==> src/rtl/lsb_queue_param.sv <==
// In-order load/store queue: dispatch capture with CDB snooping, commit-gated stores,
// a single outstanding memory request issued from the head, and load extension on completion.
module lsb_queue_param #(
  parameter int DEPTH   = 16,
  parameter int XLEN    = 32,
  parameter int TAG_W   = 5,
  parameter int NUM_CDB = 2
) (
  input  logic                     clk,
  input  logic                     rst,
  input  logic                     rdy,
  input  logic                     flush,
  input  logic                     dispatch_valid,
  input  logic                     dispatch_is_store,
  input  logic [2:0]               dispatch_funct3,
  input  logic [XLEN-1:0]          dispatch_imm,
  input  logic                     dispatch_qj_busy,
  input  logic [TAG_W-1:0]         dispatch_qj,
  input  logic [XLEN-1:0]          dispatch_vj,
  input  logic                     dispatch_qk_busy,
  input  logic [TAG_W-1:0]         dispatch_qk,
  input  logic [XLEN-1:0]          dispatch_vk,
  input  logic [TAG_W-1:0]         dispatch_tag,
  output logic                     lsb_full,
  input  logic [NUM_CDB-1:0]       cdb_valid,
  input  logic [NUM_CDB*TAG_W-1:0] cdb_tag,
  input  logic [NUM_CDB*XLEN-1:0]  cdb_value,
  input  logic                     commit_valid,
  input  logic [TAG_W-1:0]         commit_tag,
  output logic                     mem_req,
  output logic                     mem_we,
  output logic [XLEN-1:0]          mem_addr,
  output logic [XLEN-1:0]          mem_wdata,
  output logic [1:0]               mem_size,
  input  logic                     mem_ack,
  input  logic [XLEN-1:0]          mem_rdata,
  output logic                     out_valid,
  output logic [XLEN-1:0]          out_value,
  output logic [TAG_W-1:0]         out_tag
);

  localparam int PTR_W = $clog2(DEPTH);
  localparam int CNT_W = PTR_W + 1;

  localparam logic [0:0] ST_IDLE = 1'b0;
  localparam logic [0:0] ST_WAIT = 1'b1;

  // Entry storage: payload fields and status flags.
  logic             is_store_q  [DEPTH];
  logic             is_store_d  [DEPTH];
  logic [2:0]       funct3_q    [DEPTH];
  logic [2:0]       funct3_d    [DEPTH];
  logic [XLEN-1:0]  imm_q       [DEPTH];
  logic [XLEN-1:0]  imm_d       [DEPTH];
  logic             qj_busy_q   [DEPTH];
  logic             qj_busy_d   [DEPTH];
  logic [TAG_W-1:0] qj_q        [DEPTH];
  logic [TAG_W-1:0] qj_d        [DEPTH];
  logic [XLEN-1:0]  vj_q        [DEPTH];
  logic [XLEN-1:0]  vj_d        [DEPTH];
  logic             qk_busy_q   [DEPTH];
  logic             qk_busy_d   [DEPTH];
  logic [TAG_W-1:0] qk_q        [DEPTH];
  logic [TAG_W-1:0] qk_d        [DEPTH];
  logic [XLEN-1:0]  vk_q        [DEPTH];
  logic [XLEN-1:0]  vk_d        [DEPTH];
  logic [TAG_W-1:0] tag_q       [DEPTH];
  logic [TAG_W-1:0] tag_d       [DEPTH];
  logic             committed_q [DEPTH];
  logic             committed_d [DEPTH];

  // CDB lookup results: {hit, value} per entry operand and for the incoming dispatch.
  logic [XLEN:0] qj_lk [DEPTH];
  logic [XLEN:0] qk_lk [DEPTH];
  logic [XLEN:0] dj_lk;
  logic [XLEN:0] dk_lk;

  logic [PTR_W-1:0] head_q, head_d, tail_q, tail_d;
  logic [CNT_W-1:0] count_q, count_d;
  logic [0:0]       state_q, state_d;

  logic             mem_req_q, mem_req_d, mem_we_q, mem_we_d;
  logic [XLEN-1:0]  mem_addr_q, mem_addr_d, mem_wdata_q, mem_wdata_d;
  logic [1:0]       mem_size_q, mem_size_d;
  logic             out_valid_q, out_valid_d;
  logic [XLEN-1:0]  out_value_q, out_value_d;
  logic [TAG_W-1:0] out_tag_q, out_tag_d;

  logic head_ready, do_enq, do_issue, do_done;

  function automatic logic [XLEN:0] cdb_lookup(
    input logic [TAG_W-1:0]         t,
    input logic [NUM_CDB-1:0]       v,
    input logic [NUM_CDB*TAG_W-1:0] tags,
    input logic [NUM_CDB*XLEN-1:0]  vals
  );
    logic [XLEN:0] r;
    r = '0;
    // Scan from the highest channel down so the lowest matching channel is the one left in r.
    for (int c = NUM_CDB - 1; c >= 0; c--) begin
      if (v[c] && tags[c*TAG_W +: TAG_W] == t) r = {1'b1, vals[c*XLEN +: XLEN]};
    end
    return r;
  endfunction

  function automatic logic [XLEN-1:0] load_extend(input logic [2:0] f3, input logic [XLEN-1:0] raw);
    logic [XLEN-1:0] r;
    case (f3)
      3'b000:  r = {{(XLEN-8){raw[7]}}, raw[7:0]};
      3'b001:  r = {{(XLEN-16){raw[15]}}, raw[15:0]};
      3'b100:  r = {{(XLEN-8){1'b0}}, raw[7:0]};
      3'b101:  r = {{(XLEN-16){1'b0}}, raw[15:0]};
      default: r = raw;
    endcase
    return r;
  endfunction

  function automatic logic [XLEN-1:0] store_align(input logic [2:0] f3, input logic [XLEN-1:0] d);
    logic [XLEN-1:0] r;
    case (f3[1:0])
      2'b00:   r = {{(XLEN-8){1'b0}}, d[7:0]};
      2'b01:   r = {{(XLEN-16){1'b0}}, d[15:0]};
      default: r = d;
    endcase
    return r;
  endfunction

  function automatic logic [1:0] access_size(input logic [2:0] f3);
    logic [1:0] r;
    case (f3[1:0])
      2'b00:   r = 2'd0;
      2'b01:   r = 2'd1;
      default: r = 2'd2;
    endcase
    return r;
  endfunction

  always_comb begin
    for (int i = 0; i < DEPTH; i++) begin
      qj_lk[i] = cdb_lookup(qj_q[i], cdb_valid, cdb_tag, cdb_value);
      qk_lk[i] = cdb_lookup(qk_q[i], cdb_valid, cdb_tag, cdb_value);
    end
    dj_lk = cdb_lookup(dispatch_qj, cdb_valid, cdb_tag, cdb_value);
    dk_lk = cdb_lookup(dispatch_qk, cdb_valid, cdb_tag, cdb_value);
  end

  assign lsb_full   = (count_q == CNT_W'(DEPTH));
  assign head_ready = (state_q == ST_IDLE) && (count_q != '0) && !qj_busy_q[head_q] &&
                      (!is_store_q[head_q] || (!qk_busy_q[head_q] && committed_q[head_q]));
  assign do_enq     = rdy && !flush && dispatch_valid && !lsb_full;
  assign do_issue   = rdy && !flush && head_ready;
  assign do_done    = rdy && !flush && (state_q == ST_WAIT) && mem_ack;

  always_comb begin
    // NOTE: every combinational output gets a default first so no path leaves it unassigned (no latch).
    is_store_d  = is_store_q;
    funct3_d    = funct3_q;
    imm_d       = imm_q;
    qj_busy_d   = qj_busy_q;
    qj_d        = qj_q;
    vj_d        = vj_q;
    qk_busy_d   = qk_busy_q;
    qk_d        = qk_q;
    vk_d        = vk_q;
    tag_d       = tag_q;
    committed_d = committed_q;
    if (rdy) begin
      for (int i = 0; i < DEPTH; i++) begin
        if (qj_busy_q[i] && qj_lk[i][XLEN]) begin
          qj_busy_d[i] = 1'b0;
          vj_d[i]      = qj_lk[i][XLEN-1:0];
        end
        if (qk_busy_q[i] && qk_lk[i][XLEN]) begin
          qk_busy_d[i] = 1'b0;
          vk_d[i]      = qk_lk[i][XLEN-1:0];
        end
        if (commit_valid && commit_tag == tag_q[i]) committed_d[i] = 1'b1;
      end
    end
    // The enqueue write lands after the snoop loop so a stale slot never keeps old flags.
    if (do_enq) begin
      is_store_d[tail_q]  = dispatch_is_store;
      funct3_d[tail_q]    = dispatch_funct3;
      imm_d[tail_q]       = dispatch_imm;
      qj_d[tail_q]        = dispatch_qj;
      qk_d[tail_q]        = dispatch_qk;
      tag_d[tail_q]       = dispatch_tag;
      qj_busy_d[tail_q]   = dispatch_qj_busy && !dj_lk[XLEN];
      vj_d[tail_q]        = (dispatch_qj_busy && dj_lk[XLEN]) ? dj_lk[XLEN-1:0] : dispatch_vj;
      qk_busy_d[tail_q]   = dispatch_qk_busy && !dk_lk[XLEN];
      vk_d[tail_q]        = (dispatch_qk_busy && dk_lk[XLEN]) ? dk_lk[XLEN-1:0] : dispatch_vk;
      committed_d[tail_q] = commit_valid && (commit_tag == dispatch_tag);
    end
  end

  always_comb begin
    head_d      = head_q;
    tail_d      = tail_q;
    count_d     = count_q;
    state_d     = state_q;
    mem_req_d   = mem_req_q;
    mem_we_d    = mem_we_q;
    mem_addr_d  = mem_addr_q;
    mem_wdata_d = mem_wdata_q;
    mem_size_d  = mem_size_q;
    out_valid_d = out_valid_q;
    out_value_d = out_value_q;
    out_tag_d   = out_tag_q;
    if (flush) begin
      head_d      = '0;
      tail_d      = '0;
      count_d     = '0;
      state_d     = ST_IDLE;
      mem_req_d   = 1'b0;
      out_valid_d = 1'b0;
    end else if (rdy) begin
      out_valid_d = 1'b0;
      if (do_enq) tail_d = tail_q + PTR_W'(1);
      count_d = count_q + CNT_W'(do_enq) - CNT_W'(do_done);
      if (do_issue) begin
        mem_req_d   = 1'b1;
        mem_we_d    = is_store_q[head_q];
        mem_addr_d  = vj_q[head_q] + imm_q[head_q];
        mem_wdata_d = store_align(funct3_q[head_q], vk_q[head_q]);
        mem_size_d  = access_size(funct3_q[head_q]);
        state_d     = ST_WAIT;
      end
      if (do_done) begin
        mem_req_d   = 1'b0;
        out_valid_d = 1'b1;
        out_tag_d   = tag_q[head_q];
        out_value_d = is_store_q[head_q] ? '0 : load_extend(funct3_q[head_q], mem_rdata);
        head_d      = head_q + PTR_W'(1);
        state_d     = ST_IDLE;
      end
    end
  end

  always_ff @(posedge clk or negedge rst) begin
    if (!rst) begin
      head_q      <= '0;
      tail_q      <= '0;
      count_q     <= '0;
      state_q     <= ST_IDLE;
      mem_req_q   <= 1'b0;
      mem_we_q    <= 1'b0;
      mem_addr_q  <= '0;
      mem_wdata_q <= '0;
      mem_size_q  <= '0;
      out_valid_q <= 1'b0;
      out_value_q <= '0;
      out_tag_q   <= '0;
      for (int i = 0; i < DEPTH; i++) begin
        qj_busy_q[i]   <= 1'b0;
        qk_busy_q[i]   <= 1'b0;
        committed_q[i] <= 1'b0;
      end
    end else begin
      // NOTE: state registers use non-blocking assignment so all updates see pre-edge values.
      head_q      <= head_d;
      tail_q      <= tail_d;
      count_q     <= count_d;
      state_q     <= state_d;
      mem_req_q   <= mem_req_d;
      mem_we_q    <= mem_we_d;
      mem_addr_q  <= mem_addr_d;
      mem_wdata_q <= mem_wdata_d;
      mem_size_q  <= mem_size_d;
      out_valid_q <= out_valid_d;
      out_value_q <= out_value_d;
      out_tag_q   <= out_tag_d;
      qj_busy_q   <= qj_busy_d;
      qk_busy_q   <= qk_busy_d;
      committed_q <= committed_d;
    end
  end

  // NOTE: payload storage is not reset; an entry is only read once count covers it and it was written on enqueue.
  always_ff @(posedge clk) begin
    is_store_q <= is_store_d;
    funct3_q   <= funct3_d;
    imm_q      <= imm_d;
    qj_q       <= qj_d;
    vj_q       <= vj_d;
    qk_q       <= qk_d;
    vk_q       <= vk_d;
    tag_q      <= tag_d;
  end

  assign mem_req   = mem_req_q;
  assign mem_we    = mem_we_q;
  assign mem_addr  = mem_addr_q;
  assign mem_wdata = mem_wdata_q;
  assign mem_size  = mem_size_q;
  assign out_valid = out_valid_q;
  assign out_value = out_value_q;
  assign out_tag   = out_tag_q;

endmodule

==> config.mk <==
export PLATFORM = sky130hd
export DESIGN_NAME = lsb_queue_param
export DESIGN_NICKNAME = d
export VERILOG_FILES = /design/src/rtl/lsb_queue_param.sv
export SDC_FILE = /design/constraint.sdc
export NUM_CORES = 2
export LEC_CHECK = 0
export ABC_CLOCK_PERIOD_IN_PS = 6880
export CORE_MARGIN = 3
export CORE_UTILIZATION = 51
export DETAILED_ROUTE_END_ITERATION = 10
export HOLD_SLACK_MARGIN = 0.15
export PLACE_DENSITY_LB_ADDON = 0.3
export SETUP_SLACK_MARGIN = 0.05
export SLEW_MARGIN = 20
export SYNTH_ARGS = -nofsm -noshare
export SYNTH_HDL_FRONTEND = slang
export SYNTH_SLANG_ARGS = --single-unit
==> constraint.sdc <==
create_clock -name clk -period 6.88 [get_ports clk]
set_input_delay 1.376 -clock clk [delete_from_list [all_inputs] [get_ports clk]]
set_output_delay 1.376 -clock clk [all_outputs]
set_load 0.005 [all_outputs]
* Word-level counts from Yosys, hierarchy flattened
Index checks and enable logic that the tools add are counted. W data, S select, Z words.
Cells by class: add/subtract/negate cells 5, magnitude comparators 3, equality and inequality tests 90, multiplexer cells 225, bitwise logic cells 4, reductions and logical operators 152
Operator list (count):
- $mux W33 | 68
- $mux W512 | 4
- $bwmux W512 | 3
- $mux W32 | 42
- $eq A5 B5 Y1 | 85
- $bmux W32 S4 | 3
- $bwmux W80 | 3
- $logic_and A1 B1 Y1 | 132
- $demux W32 S4 | 1
- $pmux W32 S4 | 1
- $mux W16 | 6
- $bwmux W16 | 4
- $mux W1 | 64
- $pmux W32 S2 | 1
- $bwmux W48 | 1
- $add A32 B32 Y32 | 1
- $mux W5 | 5
- $mux W4 | 6
- $bmux W5 S4 | 1
- $demux W5 S4 | 1
- $bmux W1 S4 | 4
- $bmux W3 S4 | 1
- $demux W3 S4 | 1
- $ge A5 B5 Y1 const B | 2
- 22 further kinds | 39
Word-level totals: register bits 2007, input port bits 237, output and inout bits 107, word-level logic and storage cells 666

* Logic depth before layout (Yosys ltp)
depth in word-level cells 13, mapped depth 24, mapped depth without buffers 17

* Worst setup path after synthesis
OpenSTA, ideal clock, no wires.
path type reg-to-reg, from register head_q[0], to register mem_addr_q[31], in the netlist mem_addr[31], setup time 0.125 ns, arrival time 4.541 ns, required time 6.755 ns, slack 2.214 ns, cell stages (with the launch flop) 21, buffers on the path 8, clock period less this slack 4.666 ns, path through dfrtp_1 > buf_6 > buf_12 > buf_12 > buf_12 > buf_12 > buf_6 > buf_6 > buf_2 > mux4_2 > a22oi_1 > nand2_1 > ha_1 > nand4_1 > or4_1 > and4_1 > o21ai_1 > a21boi_0 > o211ai_1 > xnor2_1 > mux2_2
Between the ends: longest elaborated chain between the ends 10, elaborated cells on any way between the ends 29, classes of those cells 1 x add/sub; 18 x mux; 1 x bitwise; 9 x reduce/logical
Ends and longest elaborated chain:
- start, declared | RTL line 78 | logic [PTR_W-1:0] head_q, head_d, tail_q, tail_d;
- start signal, assigned | RTL line 241 | head_q <= '0;
- start signal, assigned | RTL line 260 | head_q <= head_d;
- $not A4 Y5 (implied by the code) * | RTL line 148, 149, 223
- parallel branches: the longest is 9 deep, another holds $add A32 B32 Y32
- end signal, assigned | RTL line 266 | mem_addr_q <= mem_addr_d;
- end, declared | RTL line 83 | logic [XLEN-1:0] mem_addr_q, mem_addr_d, mem_wdata_q, mem_wdata_d;
Mark *: on every way between the ends. The select of a mux whose other input is x is not followed. A chain may end at the register's enable or synchronous reset.

* Worst setup path in the final report
from register head_q[2], to register mem_addr_q[20], in the netlist mem_addr[20]
The elaborated chain is that of the path after synthesis.

==> results.sh <==
export IMPL_rsz0062_at_grt="false"
export IMPL_yosys_warnings=0
export IMPL_viasPerCell=6.922
export IMPL_drive_gt1_share_pct=11.13
export IMPL_drt_iter0_drc=12400
export IMPL_multiInputGateArea_sq_mm=0.05050
export IMPL_max_vdd_ir_drop_v=0.0002901
export IMPL_syn2layout_area_growth_pct=10.82
export IMPL_dp_cells=11960
export IMPL_dp_hpwl_mm=219.7
export IMPL_synth_main_ff_cell="dfxtp_1"
export IMPL_max_stage_delay_ps=790
export IMPL_powerDensity_mw_per_mm2=254.7
export IMPL_htree_levels=4
export IMPL_seq_area_sq_mm=0.04920
export IMPL_r2r_slack_ps=1100
export IMPL_synth_async_reset_ratio_pct=8.321
export IMPL_slew_headroom_pct=17.18
export IMPL_gp_routability_congestion=0.9081
export IMPL_fp_dieArea_sq_mm=0.2109
export IMPL_wl_per_cell_microns=31.07
export IMPL_p_leak_nw=36.05
export IMPL_critPathTopFamily="compound AO/OA/AOI/OAI gates"
export IMPL_grt_pass1_vias=82900
export IMPL_drc_errors=0
export IMPL_overflow=0
export IMPL_setup_tns_ps=0
export IMPL_netlist_area_sq_mm=0.1048
export IMPL_cts_hold_repair_buffers=0
export IMPL_syn_area_per_cell_sq_um=10.66
export IMPL_critPathArrivalTime_ps=6550
export IMPL_path_cells="inv_1 -> nor2_4 -> buf_4 -> a221oi_1 -> o21ai_0 -> nand2_1 -> ha_1 -> inv_1 -> fa_1 -> nor2b_1 -> o211ai_1 -> nand3b_1 -> a21oi_1 -> o21bai_1 -> a221oi_1 -> xnor2_1 -> mux2_2"
export IMPL_die_x_microns=459.2
export IMPL_min_path_cells=2
export IMPL_die_h_microns=459.2
export IMPL_worst_slew_pin_slew_ps=1238
export IMPL_wl_mm=384.4
export IMPL_path_clk_slew_ps=60
export IMPL_cts_sinks=2007
export IMPL_hold_end="out_value[8]"
export IMPL_rows=165
export IMPL_layout_commonest_cell="mux2i_1"
export IMPL_setup_viol=0
export IMPL_synth_seq_cells=2007
export IMPL_coreArea_sq_mm=0.2031
export IMPL_synth_cell_types=73
export IMPL_hold_path_class="reg2reg"
export IMPL_final_antenna_net_count=0
export IMPL_fin_crit_ps=5779
export IMPL_layout_cells_non_filler=12370
export IMPL_synthesis_nets=10110
export IMPL_worstHoldStart="out_value[8]"
export IMPL_synth_area_leaders="edfxtp_1, dfxtp_1, mux2i_1"
export IMPL_start_util_pct=51.57
export IMPL_status="complete, no violations"
export IMPL_crit_required_ps=7650
export IMPL_endpoint_kind="flip-flop"
export IMPL_synth_top_area_share_pct=23.39
export IMPL_maxCapViolations=0
export IMPL_crit_slowest_cell="dfrtp_4"
export IMPL_seq_area_frac_synth_pct=46.95
export IMPL_cts_buffers=210
export IMPL_drt_pass1_iterations=7
export IMPL_drv_slew=0
export IMPL_fillers=16740
export IMPL_num_io_pins=344
export IMPL_nets=9783
export IMPL_skew_ps=74.78
export IMPL_post_cts_buffers=0
export IMPL_grt_max_degree=133
export IMPL_port_buffers=343
export IMPL_synth_edf_count=816
export IMPL_routed_via_count=85620
export IMPL_cts_resized=0
export IMPL_yosysTopAreaCell="edfxtp_1"
export IMPL_root_buffer="clkbuf_16"
export IMPL_grt_pass1_wl_mm=555.9
export IMPL_cp_num_buf_inv=3
export IMPL_fmax_mhz=173.0
export IMPL_clk_latency_ps=880
export IMPL_syn_inst=9827
export IMPL_antenna_found_initial=24
export IMPL_cts_tree="yes"
export IMPL_reg2reg_to="mem_addr[20]"
export IMPL_start_kind="flip-flop"
export IMPL_worst_r2r_cell_count=17
export IMPL_track_usage_pct=35.19
export IMPL_criticalPathCategory="reg2reg"
export IMPL_cts_buffer_depth=3
export IMPL_hold_viol=0
export IMPL_final_cell_mix="mux2i_1, o21ai_0, nand2_1, o211ai_1, dfxtp_1"
export IMPL_period_share_pct=84.00
export IMPL_rr_startpoint="head_q[2]"
export IMPL_crit_fanout=40
[registers in the layout, summed over array words and instances, names as in the netlist, 32 cells and up]
register   count
out_value     32
mem_addr      32
tag_q         80
mem_wdata     32
qj_q          80
funct3_q      48
vk_q         512
imm_q        512
vj_q         512
qk_q          80
[worst max-delay path by stage]
stage	endpoint	cells past startpoint	from	slack, ps
2_1_floorplan	mem_addr[31]	20	head_q[0]	2210
3_3_place_gp	vj_q[67]	9	dispatch_qj[2]	1320
3_5_place_dp	vj_q[394]	9	dispatch_qj[2]	1290
4_1_cts	mem_addr[20]	17	head_q[2]	1320
5_1_grt	mem_addr[31]	14	head_q[0]	1030
6_report	mem_addr[20]	17	head_q[2]	1100
[metal layers]
layer  GRT usage (%)  vias up  wire length [microns]
met5               0        -                     75
met1           45.45    42070                 143800
met4           20.91       12                  25240
li1                -    35860                      -
met3           9.432     1386                  47540
met2           53.05     6296                 167700
[tightest hold or removal path, cell delays in order (launching register included)]
cell and delay (ps):
dfrtp_1 340, nand2_1 50, nand2_1 50
[layout make-up]
type	instances	area share (%)
Multi-Input combinational cell	6585	43.50
Timing Repair Buffer	610	4.894
Antenna cell	14	0.03018
Sequential cell	2007	42.38
Inverter	88	0.3061
Tap cell	2672	2.880
Clock inverter	79	0.7997
Clock buffer	314	5.212
[cell usage after synthesis, types with 36 or more instances]
library cell	instances
buf_1	96
dfrtp_1	167
and3_1	71
clkbuf_1	687
o21ai_0	1190
buf_2	299
xnor2_1	111
nand2_1	1169
nor4_1	85
mux2i_1	1431
xor2_1	350
mux4_2	256
nand3_1	57
a21oi_1	96
edfxtp_1	816
a221oi_1	133
a22oi_1	65
o211ai_1	1031
nor2_1	117
mux2_2	55
inv_1	88
o221ai_1	36
ha_1	42
dfxtp_1	1024
[stage by stage]
stage / power, mW / cell area [sq um] / hold slack, ps / setup WS, ps / util [%]
after global placement: 17.93 / 109100 / 452.6 / 1317 / 53.71
after CTS: 29.51 / 116000 / 476.3 / 1324 / 57.12
after floorplan: 16.18 / 104800 / 462.8 / 2214 / -
after global routing: 30.46 / 116100 / 502.2 / 1033 / 57.14
final: 29.56 / 116100 / 472.0 / 1101 / 57.15
after detailed placement: 18.05 / 109100 / 464.4 / 1288 / 53.69
[logic make-up after synthesis]
kind of cell	share of synthesized area [%]
AO/OA/AOI/OAI	16.57
XOR/XNOR	3.854
flip-flops	46.95
adder cells (fa/ha/maj)	0.5399
AND/OR/NAND/NOR	6.468
multiplexers	20.33
buffers and inverters	5.288
[report_power, final]
group	internal (mW)	switching [mW]
Clock	6.56	5.04
Sequential	13.2	0.460
Combinational	1.94	2.41
Note: power is estimated with default switching activity, not from simulation.
